===== src/rtl/debounce_scheduler_pkg.sv =====
// debounce_scheduler_pkg: shared FSM encoding and timing constants for the debounce scheduler
package debounce_scheduler_pkg;
    typedef enum logic {IDLE, COUNT} state_t;
    localparam int DEBOUNCE_LIMIT_25MHZ = 250000;
endpackage


===== src/rtl/debounce_scheduler_sync_2ff.sv =====
// sync_2ff: parameterized-width two-flop synchronizer for asynchronous pins
module sync_2ff #(
    parameter int WIDTH = 1
) (
    input  logic             i_Clk,
    input  logic             i_Reset,
    input  logic [WIDTH-1:0] d,
    output logic [WIDTH-1:0] q
);
    logic [WIDTH-1:0] meta;
    // two-stage resynchronization into the i_Clk domain
    always_ff @(posedge i_Clk)
        if (i_Reset) {q, meta} <= '0;
        else {q, meta} <= {meta, d};
endmodule


===== src/rtl/debounce_scheduler.sv =====
// debounce_scheduler: one round-robin-shared debounce counter serving NUM_SW switches
module debounce_scheduler
    import debounce_scheduler_pkg::*;
#(
    parameter int NUM_SW         = 4,
    parameter int DEBOUNCE_LIMIT = DEBOUNCE_LIMIT_25MHZ
) (
    input  logic              i_Clk,
    input  logic              i_Reset,
    input  logic [NUM_SW-1:0] i_Switch,
    output logic [NUM_SW-1:0] o_Switch,
    output logic [NUM_SW-1:0] o_Release,
    output logic [NUM_SW-1:0] o_LED
);
    localparam int IW = $clog2(NUM_SW);
    localparam int CW = $clog2(DEBOUNCE_LIMIT);
    logic [NUM_SW-1:0] sync, req;
    state_t            state, state_d;
    logic [IW-1:0]     rr_ptr, g, pick, idx, g_next;
    logic [CW-1:0]     cnt;
    logic              target, found, stable, done;
    sync_2ff #(.WIDTH(NUM_SW)) u_sync (
        .i_Clk   (i_Clk),
        .i_Reset (i_Reset),
        .d       (i_Switch),
        .q       (sync)
    );
    assign req    = sync ^ o_Switch;
    assign g_next = g == IW'(NUM_SW - 1) ? '0 : g + 1'b1;
    // round-robin search: the requester nearest to rr_ptr (in wrap order) wins
    always_comb begin
        pick  = rr_ptr;
        found = 1'b0;
        idx   = '0;
        for (int k = NUM_SW - 1; k >= 0; k--) begin
            idx = IW'((int'(rr_ptr) + k) % NUM_SW);
            if (req[idx]) begin
                pick  = idx;
                found = 1'b1;
            end
        end
    end
    // FSM next state; a COUNT ends either on a bounce or when the limit is reached
    always_comb begin
        stable  = sync[g] == target;
        done    = state == COUNT && (!stable || cnt == CW'(DEBOUNCE_LIMIT - 1));
        state_d = state == IDLE ? (found ? COUNT : IDLE) : (done ? IDLE : COUNT);
    end
    // state register
    always_ff @(posedge i_Clk)
        if (i_Reset) state <= IDLE;
        else state <= state_d;
    // grant latch, shared counter, round-robin pointer and committed outputs
    always_ff @(posedge i_Clk) begin
        if (i_Reset) begin
            rr_ptr    <= '0;
            g         <= '0;
            target    <= 1'b0;
            cnt       <= '0;
            o_Switch  <= '0;
            o_Release <= '0;
            o_LED     <= '0;
        end else begin
            o_Release <= '0;
            if (state == IDLE && found) begin
                g      <= pick;
                target <= sync[pick];
                cnt    <= '0;
            end else if (done) begin
                rr_ptr <= g_next;
                if (stable) begin
                    o_Switch[g] <= target;
                    if (!target) begin
                        o_Release[g] <= 1'b1;
                        o_LED[g]     <= ~o_LED[g];
                    end
                end
            end else if (state == COUNT) begin
                cnt <= cnt + 1'b1;
            end
        end
    end
endmodule


===== config.mk =====
export PLATFORM = sky130hd
export DESIGN_NAME = debounce_scheduler
export DESIGN_NICKNAME = d
export VERILOG_FILES = /design/src/rtl/debounce_scheduler_pkg.sv /design/src/rtl/debounce_scheduler_sync_2ff.sv /design/src/rtl/debounce_scheduler.sv
export SDC_FILE = /design/constraint.sdc
export NUM_CORES = 1
export LEC_CHECK = 0
export ABC_AREA = 0
export CAP_MARGIN = 25
export CORE_ASPECT_RATIO = 0.9
export CORE_MARGIN = 1.5
export CORE_UTILIZATION = 57
export DETAILED_ROUTE_END_ITERATION = 8
export GPL_TIMING_DRIVEN = 0
export MAX_ROUTING_LAYER = met4
export PLACE_DENSITY = 0.86
export RECOVER_POWER = 50
export SYNTH_ARGS = -nofsm -noshare
export SYNTH_HDL_FRONTEND = slang
export SYNTH_SLANG_ARGS = --single-unit

===== constraint.sdc =====
create_clock -name i_Clk -period 3.8 [get_ports i_Clk]
set_clock_uncertainty 0.2 [all_clocks]
set_input_delay 0.76 -clock i_Clk [delete_from_list [all_inputs] [get_ports i_Clk]]
set_output_delay 0.76 -clock i_Clk [all_outputs]
set_load 0.005 [all_outputs]

After elaboration in Yosys (flattened, before gate mapping). Index checks and enable logic that the tools add are counted. Widths: inputs -> output; s select.

$add $sub $neg: 5. $lt $le $gt $ge: 7. Eq/ne operators: 3. Mux-type cells: 30. Bitwise gates (word level): 7. Reductions and logical operators: 11.

Operators with widths (number): $add 18x1->18 const B (1); $eq 18x18->1 const B (1); $lt 2x3->1 const B (6); $mux 1 (15); $bmux 1 s2 (7); $mux 2 (5); $bwmux 4 (2); $not 1->1 (6); $reduce_or 5->1 (1); $add 2x1->2 const B (2); $add 2x2->2 const B (2); $reduce_and 2->1 (2); $reduce_and 4->1 (1); $xor 4x4->4 (1); $logic_and 1x1->1 (3); $reduce_and 3->1 (1); $demux 1 s2 (1); $eq 2x2->1 const B (1); $ge 2x1->1 const B (1); $reduce_or 2->1 (1); $eq 1x1->1 (1); $logic_not 1->1 (1); $logic_or 1x1->1 (1).

Register bits: 44. Input bits: 6. Output and inout port bits: 12. Word-level logic and storage cells: 73.

Logic depth before layout (Yosys ltp). Gate-level depths: netlist of run 1.

Word-level depth: 10. Mapped depth: 8. Mapped depth without buffers: 6.

Hierarchy. A second synthesis of run 1 with hierarchy kept.

Cell total of the unflattened synthesis: 247. Area total of the unflattened synthesis: 2258.4 um^2.

By module, submodules not included: debounce_scheduler (instances 1, cells an instance 231, area an instance 2048.2 um^2, sequential area each 720.7 um^2); sync_2ff (instances 1, cells an instance 16, area an instance 210.2 um^2, sequential area each 160.2 um^2).

Least setup slack after synthesis of run 1. Ideal clock, no wire load.

Kind: flip-flop to flip-flop. Start: reg cnt[4]. End: reg o_Release[0]. Library setup time: 73 ps. Arrival: 2155 ps. Data required time: 3527 ps. Path slack: 1372 ps. Stages on the path, launching flop included: 8. Path buffers: 2. Period minus slack after synthesis: 2428 ps. Cells stage by stage: dfxtp_1 -> or4_1 -> or3_1 -> buf_6 -> o21a_1 -> buf_6 -> or4_4 -> nor3b_2.

Longest elaborated chain between the ends: 5.

RTL lines: start: declaration (line debounce_scheduler.sv:20) `logic [CW-1:0] cnt;`; start signal: assignment (line debounce_scheduler.sv:79) `cnt <= cnt + 1'b1;`; $eq 18x18->1 (line debounce_scheduler.sv:46) `done = state == COUNT && (!stable || cnt == CW'(DEBOUNCE_LIMIT - 1));`; $logic_or 1x1->1 (line debounce_scheduler.sv:46); $logic_and 1x1->1 (line debounce_scheduler.sv:46); $not 1->1 (no line); $reduce_or 5->1 (no line); end signal: assignment (line debounce_scheduler.sv:61) `o_Release <= '0;`; end signal: assignment (line debounce_scheduler.sv:64) `o_Release <= '0;`; end signal: indexed assignment (line debounce_scheduler.sv:74) `o_Release[g] <= 1'b1;`; end: declaration (line debounce_scheduler.sv:12) `output logic [NUM_SW-1:0] o_Release,`.

No other way between the ends. A chain may end at the register's enable or synchronous reset.

Final worst setup path of run 1.
Start: reg g[1]. End: reg cnt[8].

Longest elaborated chain between the ends: 8.

RTL lines: start: declaration (line debounce_scheduler.sv:19) `logic [IW-1:0] rr_ptr, g, pick, idx, g_next;`; start signal: assignment (line debounce_scheduler.sv:66) `g <= pick;`; $bmux 1 s2 (line debounce_scheduler.sv:45) `stable = sync[g] == target;`; $mux 1 (implied by the code) (line debounce_scheduler.sv:45); $eq 1x1->1 (line debounce_scheduler.sv:45); $logic_not 1->1 (line debounce_scheduler.sv:46); $logic_or 1x1->1 (line debounce_scheduler.sv:46); $logic_and 1x1->1 (line debounce_scheduler.sv:46); $not 1->1 (no line); $reduce_and 2->1 (no line).

No other way between the ends. The select of a mux whose other input is x is not followed.

==> impl_metrics.ini, run 1 <==
[power_and_ir_drop]
p_int_w = 0.000709
power_w = 0.000948
seq_power_share_pct = 50.9
p_leak_nw = 0.869
pwr-share-clk_pct = 37.5
ir_drop_v = 0.000278
combPwrFrac_pct = 11.6
power.density_nw_per_um2 = 371
switchingPower_w = 0.000238
sw_frac_of_total_pct = 25.2

[timing]
finalSetupViolCount = 0
hold_viol = 0
min_period_over_period_pct = 74.1
rsz0062_at_grt = no
fin_crit_ps = 2810
slew_viol_final = 0
worst_slack_ps = 986
slew_headroom_pct = 59.0
max_freq_ghz = 0.355
tns_ps = 0
tightest_slew_ps = 611

[clock_tree]
cts_inserted_buffers = 5
cts.sinks = 44
cts_root_buffer = clkbuf_8
post_cts_buffers = 0
htree_levels = 2
ctsResizeCount = 0
clkTransAtPathRegs_ps = 90
hold_buffers = 0
clk_latency_ps = 300
cts_buffer_depth = 2
cts_tree = done

[floorplan]
die_x_microns = 68.9
dieHeight_microns = 62.3
start_util_pct = 59.7
num_rows = 21
dieArea_sq_um = 4290
core-area_sq_um = 3730
io_pins = 18

[global_route]
grt_pass1_vias = 1683
grt_max_degree = 15
grt_usage_pct = 25.1
grt-ovfl-total = 0
antenna_found_initial = 0
grt_pass1_wl_microns = 8020

[yosys]
seq_area_frac_synth_pct = 39.6
syn_area_sq_um = 2230
postSynthAreaPerCell_sq_um = 9.24
synth_cell_type_count = 46
syn-instance-count = 241
async_flop_share_pct = 0
synth_seq_cells = 44
ys.flop_type = dfxtp_1
synth_top_area_cell = dfxtp_1
ys.warnings.count = 0
synth_fp_nets = 252
synth-edff-count = 0
yosys-top-cells-area = dfxtp_1, xor2_1, nor2_1
synthDominantCellAreaShare_pct = 39.6

[flow_run]
maxCapViolCount = 0

[detailed_routing]
drtIter0Drc = 167
antenna_left = 0
drc = 0
wl_per_cell_microns = 15.1
first_pass_iters = 4
via_per_inst = 5.96
vias = 1859
wl_microns = 4720

[placement]
dp.cells = 304
io_buffers = 17
hpwl_microns = 3420
gp_congestion = 0.855
pre_cts_ws_ps = 1220

[critical_path]
critPathMaxStageDelay_ps = 640
path_cells = mux4_2 > xnor2_1 > clkbuf_1 > o2111ai_1 > xor2_1 > nor2_1
worst_path_max_delay_cell = mux4_2
crit_buf_inv = 1
cp_top_family = XOR/XNOR gates
startpoint_type = flip-flop
cp.required_ps = 3770
cp-end-kind = flip-flop
arrival_ps = 2790
critPathMaxFanout = 10
crit_type = flip-flop to flip-flop

[finish]
area_growth_pct = 14.9
drive_above_1_share_pct = 7.14
final_cell_mix = dfxtp_1, nor2_1, xor2_1
final_util_pct = 68.5
final_common_cell = dfxtp_1
num_antenna_cells = 0
fin_cells = 312
fin_nets = 276

[status]
outcome = completed

[min_path]
hold_path.class = flip-flop to flip-flop
-- kinds of logic after synthesis --
logic type | share of synthesized area, %
XOR/XNOR | 8.99
AND/OR/NAND/NOR | 24.1
buffers and inverters | 4.22
multiplexers | 4.27
AO/OA/AOI/OAI | 16.0
flip-flops | 39.6
adder cells (fa/ha/maj) | 2.81
-- stage by stage --
step,instance area (sq um),hold slack (ps)
after floorplan,2230,214
after global placement,2450,217
after detailed placement,2450,222
after CTS,2560,242
after global routing,2560,263
final,2560,241
-- cell usage after synthesis, types with 3 or more instances --
| master | number |
|---|---|
| nand3_1 | 9 |
| ha_1 | 5 |
| o2111ai_1 | 6 |
| nor2_1 | 23 |
| nor3b_2 | 4 |
| xnor2_1 | 6 |
| and2_1 | 3 |
| nand4_1 | 6 |
| clkbuf_1 | 9 |
| nand2_1 | 6 |
| xor2_1 | 15 |
| or3_1 | 4 |
| dfxtp_1 | 44 |
| nor2b_1 | 12 |
| nor4b_1 | 5 |
| inv_1 | 9 |
| nand2b_1 | 7 |
| a2111oi_0 | 7 |
| a21oi_1 | 9 |
| a31oi_1 | 7 |
| mux2i_1 | 5 |
| o21ai_0 | 8 |
-- power groups by stage --
| stage | logic [W] | clock network [W] | registers [W] |
|---|---|---|---|
| 6_report | 0.000110 | 0.000355 | 0.000482 |
| 5_1_grt | 0.000122 | 0.000380 | 0.000484 |
| 4_1_cts | 0.000111 | 0.000358 | 0.000482 |
| 3_5_place_dp | 0.000110 | 0 | 0.000493 |
| 3_3_place_gp | 0.000107 | 0 | 0.000493 |
| 2_1_floorplan | 0.0000814 | 0 | 0.000490 |
-- sequential cells by signal (all words and copies together), names as in the netlist --
signal / cells
o_Switch: 4
cnt: 18
rr_ptr: 2
target: 1
state: 1
g: 2
o_Release: 4
o_LED: 4
u_sync.q: 4
u_sync.meta: 4
-- layer usage --
metal,vias to the layer above,global-route usage (%),part of all wire [%]
li1,932,-,-
met1,864,37.7,50
met2,54,33.2,44
met3,9,5.98,4.3
met4,0,7.84,1.7
met5,-,-,0
-- layout make-up --
class / instances / area, sq um
repair buffers: 17 / 170
fillers: 310 / 1170
clock buffers: 5 / 68.8
clock inverters: 3 / 42.5
plain buffers: 12 / 60.1
flip-flops and latches: 44 / 881
well taps: 46 / 57.6
multi-input cells: 176 / 1240
inverters: 9 / 33.8
-- worst reg2reg max path: cells and delay by family, from the launching register on --
family	cells	cell delay, ps
xor gates and xnor gates	2	690
AOI/OAI and AO/OA	1	240
buffers and inverters	1	400
DFF	1	460
muxes	1	650
and+or+nand+nor	1	50
-- path summary, 6_finish.rpt --
check,depth (start not counted),endpoint,slack [ps],start
max,6,cnt[8],990,g[1]
min reg2reg,1,u_sync.q[0],240,u_sync.meta[0]
min,1,u_sync.q[0],240,u_sync.meta[0]
max reg2reg,6,cnt[8],990,g[1]
(Power assumes the default switching activity.)
==> run 2: changes to the inputs <==
- clock period: 3.8 -> 2.87 ns (I/O delays scaled with it)
==> impl_metrics.ini, run 2 (synthesized netlist as in run 1, its figures left out) <==
[global_route]
grt-ovfl-total = 0
grt_usage_pct = 25.1
grt_max_degree = 15
antenna_found_initial = 0
grt_pass1_wl_microns = 8020
grt_pass1_vias = 1683

[detailed_routing]
wl_met1_microns = 2320
dr_wl_met2_microns = 2080
drc = 0
antenna_left = 0
first_pass_iters = 4
wl_microns = 4750
via_per_inst = 5.96
vias = 1858
drtIter0Drc = 213
wl_met3_microns = 287
dr.max_layer_used = met4
wl_per_cell_microns = 15.2

[placement]
place_area_sq_um = 2450
gp_congestion = 0.855
hpwl_microns = 3420
io_buffers = 17
dp.cells = 304

[floorplan]
io_pins = 18
dieArea_sq_um = 4290
num_rows = 21
start_util_pct = 59.7
core-area_sq_um = 3730
die_x_microns = 68.9
dieHeight_microns = 62.3

[finish]
area_growth_pct = 15.2
top_register = cnt
final_cell_mix = dfxtp_1, nor2_1, xor2_1
fin_cells = 312
final_area_sq_um = 2560
largest_reg_flops = 18
final_common_cell = dfxtp_1
num_antenna_cells = 0
drive_above_1_share_pct = 7.52
final_util_pct = 68.7
fin_nets = 276

[clock_tree]
cts_root_buffer = clkbuf_8
cts.sinks = 44
htree_levels = 2
post_cts_buffers = 0
clk_latency_ps = 300
cts_inserted_buffers = 5
hold_buffers = 0
ctsResizeCount = 0
cts_tree = done
clkTransAtPathRegs_ps = 90
cts_buffer_depth = 2

[critical_path]
cp.required_ps = 2840
cp_top_family = multiplexers
worst_path_max_delay_cell = mux4_2
cp-end-kind = flip-flop
crit_type = flip-flop to flip-flop
critPathMaxStageDelay_ps = 660
critPathMaxFanout = 10
startpoint_type = flip-flop
arrival_ps = 2610
path_cells = mux4_2 > xnor2_2 > clkbuf_1 > o2111ai_1 > xor2_1 > nor2_1
crit_buf_inv = 1

[timing]
tightest_slew_ps = 612
max_freq_ghz = 0.378
hold_viol = 0
slew_viol_final = 0
finalSetupViolCount = 0
tns_ps = 0
rsz0062_at_grt = no
fin_crit_ps = 2640
hold_ws_ps = 241
slew_headroom_pct = 58.9
min_period_over_period_pct = 92.1

[power_and_ir_drop]
power.density_nw_per_um2 = 490
p_leak_nw = 0.871
ir_drop_v = 0.000369

[flow_run]
maxCapViolCount = 0

[min_path]
hold_path.class = flip-flop to flip-flop

[status]
outcome = completed
==> run 2: changes by cell type in the layout (fill, tap and decap cells not counted) <==
cell,delta
xnor2_1,-1
xnor2_2,+1
==> run 2: through the flow <==
step | worst slack (ps) | total power (W)
final | 226 | 0.00126
after global routing | 64.4 | 0.00131
after CTS | 255 | 0.00126
after global placement | 284 | 0.000794
after detailed placement | 285 | 0.000799
after floorplan | 442 | 0.000757
==> run 2: path summary, 6_finish.rpt <==
check                 startpoint          end  slack, ps  cells after the start
setup / recovery            g[1]       cnt[8]        230                      6
hold / removal    u_sync.meta[0]  u_sync.q[0]        240                      1
setup reg to reg            g[1]       cnt[8]        230                      6
hold reg to reg   u_sync.meta[0]  u_sync.q[0]        240                      1
==> run 2: cell type report <==
| cell class | count | area (sq um) |
|---|---|---|
| multi-input cells | 176 | 1250 |
| fillers | 308 | 1170 |
| flip-flops and latches | 44 | 881 |
| repair buffers | 17 | 170 |
| clock buffers | 5 | 68.8 |
| plain buffers | 12 | 60.1 |
| well taps | 46 | 57.6 |
| clock inverters | 3 | 42.5 |
| inverters | 9 | 33.8 |
==> run 2: layer usage <==
metal / track usage, % / vias to the layer above
met5: - / -
met4: 7.84 / 0
met3: 5.98 / 7
met2: 33.2 / 66
met1: 37.7 / 851
li1: - / 934
==> run 2: power by group <==
part	total, W	switching [W]	leakage (nW)	internal (W)
sequential	0.000639	0.0000144	0.357	0.000625
combinational	0.000147	0.0000893	0.460	0.0000582
clock	0.000470	0.000212	0.0541	0.000258
==> variant 1 (config.mk and constraints of run 1) <==
Register the input `i_Switch` before use, cleared by the reset. The logic sees it one clock later.
--- a/src/rtl/debounce_scheduler.sv
+++ b/src/rtl/debounce_scheduler.sv
@@ -16,2 +16,13 @@
     localparam int CW = $clog2(DEBOUNCE_LIMIT);
+
+    logic [NUM_SW-1:0] i_Switch_q;
+
+    always_ff @(posedge i_Clk) begin
+        if (i_Reset) begin
+            i_Switch_q <= '0;
+        end else begin
+            i_Switch_q <= i_Switch;
+        end
+    end
+
     logic [NUM_SW-1:0] sync, req;
@@ -24,3 +35,3 @@
         .i_Reset (i_Reset),
-        .d       (i_Switch),
+        .d       (i_Switch_q),
         .q       (sync)
Check against the original RTL: same outputs for any inputs over 10 cycles, from zero or initial values and one cycle with i_Reset high; that may be too few to reach the edited logic, so the function may still have changed.
==> variant 1 against run 1 <==
Synthesized area rose by 3.5%. Combinational power is 31% lower. Worst setup slack worse by 0.073 ns. Sequential cell count rose by 4. Wire length increased by 14%. Critical endpoint is now o_Switch[1]. Via count is 12% higher. Final area grew 4.3%. Total power is 9.7% higher. Critical path type unchanged. Sequential power rose by 7.7%.
==> variant 1: results (changes against run 1) <==
stage	metric	value	unit	change
drt	Vias/cell	6.173		+3.6%
logic_synthesis	sequential element share of the synthesized area	41.69	%	+2.1 points
cells_and_area	ClkCell Share	5.159	%	+0.81 points
drt	detailed-route wire length per cell	16.04	um	+6.0%
cells_and_area	multi-input logic area	0.001222	sq mm	-1.7%
placed_design	placed cell area	0.002532	sq mm	+3.2%
worst_setup_path	Worst Setup EP	o_Switch[1]		
grt	vias in the first global route	2012		+20%
cells_and_area	multi-input gates	186		+5.7%
logic_synthesis	Mapped Nets	276		+9.5%
cells_and_area	fill count	285		-8.1%
timing	final worst slack	0.9136	ns	-0.07251 ns
drt	met2 wire length	2.610	mm	+25%
placed_design	Post-DP HPWL	3.742	mm	+9.5%
worst_setup_path	FF-to-FF path depth	7		+1
timing	Slew HR	55.31	%	-3.7 points
cells_and_area	FF+latch count	48		+9.1%
grt	largest net degree at the start of global routing	17		+2
logic_synthesis	Syn Area/Cell	8.697	sq um	-5.8%
drt	DR WL met3	281	um	+40%
grt	Global Route Usage Sum	26.16	%	+1.1 points
status	status	finished clean		
drt	Initial DRT Pass Iterations	5		+1
placed_design	gpl congestion	0.8816		+3.1%
worst_setup_path	crit path launch	cnt[0]		
cells_and_area	P&R area growth vs syn	15.74	%	
cells_and_area	register area	960.9	sq um	+9.1%
cells_and_area	Final Instance Area	0.002668	sq mm	+4.3%
min_path	WHS Endpoint	u_sync.q[2]		
drt	routed wire length	5.390	mm	+14%
grt	first-pass GRT wire length	9.094	mm	+13%
variant 1: power breakdown:
group | internal (W) | total, W | switching, W
sequential | 0.000512 | 0.000519 | 0.00000729
clock | 0.000265 | 0.000444 | 0.000179
combinational | 0.0000260 | 0.0000758 | 0.0000498
variant 1: kinds of logic after synthesis:
logic type               after synthesis  share of synthesized area (%)
AO/OA/AOI/OAI                         77                          22.26
flip-flops                            48                          41.69
XOR/XNOR                              10                          4.126
adder cells (fa/ha/maj)                5                          2.714
AND/OR/NAND/NOR                       90                          21.61
multiplexers                           4                          2.334
buffers and inverters                 31                          5.266
variant 1: worst max-delay path: stages, from the launching register on:
cell and delay [ns]:
dfxtp_1 0.38, ha_1 0.20, nand2_1 0.18, or4_1 0.61
o21ai_1 0.23, clkbuf_1 0.44, a31oi_1 0.15, a2111oi_0 0.39
variant 1: layer usage:
layer  track usage (%)  vias up
met5                 -        -
met3             6.240        8
met2             43.81       64
li1                  -     1032
met4             8.894        0
met1             30.99      970
==> variant 2 (config.mk and constraints of run 1) <==
Without the edit above. Set the parameter `NUM_SW` to 8 (it was 4).
--- a/src/rtl/debounce_scheduler.sv
+++ b/src/rtl/debounce_scheduler.sv
@@ -4,3 +4,3 @@
 #(
-    parameter int NUM_SW         = 4,
+    parameter int NUM_SW         = 8,
     parameter int DEBOUNCE_LIMIT = DEBOUNCE_LIMIT_25MHZ
Interface: changed (resized i_Switch, o_LED, o_Release and o_Switch); port bits go from 18 to 34. The function was not compared with the original's and may differ.
==> variant 2 against run 1 <==
Wire length increased by 91%. First-iteration DRC count increased by 39%. Worst setup slack got worse by 0.75 ns. Total power increased to 2.6 times the old value. Sequential cell count increased by 22. Sequential power increased by 64%. Synthesized area increased by 64%. Clock power increased by 69%. Final area increased by 71%. Fmax decreased by 21%. Largest power group is now combinational cells.
==> variant 2: results (changes against run 1) <==
stage	metric	value	unit	change
logic_synthesis	synth top area cells	dfxtp_1, mux4_2, nor2_1		
logic_synthesis	multiplexer area fraction after synthesis	13.53	%	+9.3 points
logic_synthesis	adder-cell area share of the yosys netlist	1.709	%	-1.1 points
logic_synthesis	sequential element share of the synthesized area	36.09	%	-3.5 points
cts	Root Driver	clkbuf_8		
logic_synthesis	Synth top cells by count	dfxtp_1, nor2_1, a21oi_1, nand2_1, nor2b_1		
logic_synthesis	Mapped Nets	419		+66%
cells_and_area	Layout Nets	464		+68%
logic_synthesis	Synth Area in Compound Gates	15.28	%	-0.74 points
grt	largest net degree at the start of global routing	13		-2
placed_design	gpl congestion	1.077		+26%
cells_and_area	ant diodes	0		unchanged
grt	Global Route Usage Sum	27.84	%	+2.8 points
cts	cts bufs inserted	9		+4
worst_setup_path	worst path arrival time	3.57	ns	+0.78 ns
worst_setup_path	Max Fanout on Critical Path	6		-4
grt	first-pass GRT wire length	14.59	mm	+82%
logic_synthesis	xor and xnor area share after synthesis	7.895	%	-1.1 points
cells_and_area	Biggest register	cnt		
cells_and_area	max FFs per register	18		unchanged
drt	DRT iter0 DRCs	232		+39%
logic_synthesis	Syn. warnings	0		unchanged
power_and_ir_drop	Peak supply drop	0.3239	mV	+17%
drt	Vias/cell	6.083		+2.1%
cts	clock latency on the worst-skew pair	0.34	ns	+0.04 ns
drt	Initial DRT Pass Iterations	4		unchanged
cts	H-tree levels	3		+1
timing	worst slew pin tran	0.6991	ns	+0.08847 ns
placed_design	Post-DP HPWL	6.512	mm	+91%
grt	initial antenna violation count	0		unchanged
cells_and_area	ratio of cells with drive above 1 in the final layout	12.56	%	+5.4 points
drt	routed wire length	9.037	mm	+91%
worst_setup_path	CP top delay family	multiplexers		
power_and_ir_drop	Leak	1.665	nW	+91%
logic_synthesis	synth unique cells	58		+26%
grt	vias in the first global route	3085		+83%
worst_setup_path	crit-path max cell delay	0.56	ns	-0.08 ns
status	status	finished clean		
cts	CTS clk-pin slew, worst paths	0.08	ns	
min_path	worst hold path class	register to register		
placed_design	port bufs	32		+15
worst_setup_path	flop2flop setup slack	0.24	ns	-0.75 ns
-- variant 2: timing repair --
item	4_1_cts	5_1_grt
gates resized for setup	1	7
setup endpoints to repair	10	11
buffers inserted	0	3
cloned	0	0
-- variant 2: where the power goes --
group	switching, W	total [W]	internal [W]
logic	0.000641	0.00110	0.000456
clock network	0.000278	0.000599	0.000322
registers	0.0000516	0.000792	0.000740
-- variant 2: layout make-up --
type / instances / area (sq um)
repair buffers: 35 / 342.8
plain buffers: 18 / 87.58
clock buffers: 10 / 137.6
inverters: 10 / 41.29
multi-input cells: 309 / 2257
well taps: 87 / 108.9
flip-flops and latches: 66 / 1321
fillers: 462 / 1787
clock inverters: 6 / 65.06
-- variant 2: path summary, 6_finish.rpt --
path	from	to	cells after the start
worst max-delay path	rr_ptr[1]	target	11
worst min-delay path	u_sync.meta[6]	u_sync.q[6]	1
worst max register to register	rr_ptr[1]	target	11
worst min register to register	u_sync.meta[6]	u_sync.q[6]	1
-- variant 2: layer usage --
layer	global-route usage, %	routed length, um	vias up
met1	38.28	3972	1585
met3	5.509	756	12
met4	8.730	96	0
met5	-	0	-
met2	41.46	4211	157
li1	-	-	1537
-- variant 2: through the flow --
stage | worst slack, ns | util (%) | std cells | area (sq um) | hold slack [ns]
2_1_floorplan | 0.5222 | - | 404 | 3661 | 0.2138
3_3_place_gp | 0.07118 | 66.52 | 523 | 4090 | 0.2193
3_5_place_dp | -0.005862 | 66.52 | 523 | 4090 | 0.2248
4_1_cts | 0.04377 | 69.88 | 539 | 4297 | 0.2414
5_1_grt | 0.04664 | 70.94 | 541 | 4362 | 0.2509
6_report | 0.2375 | 70.94 | 541 | 4362 | 0.2303
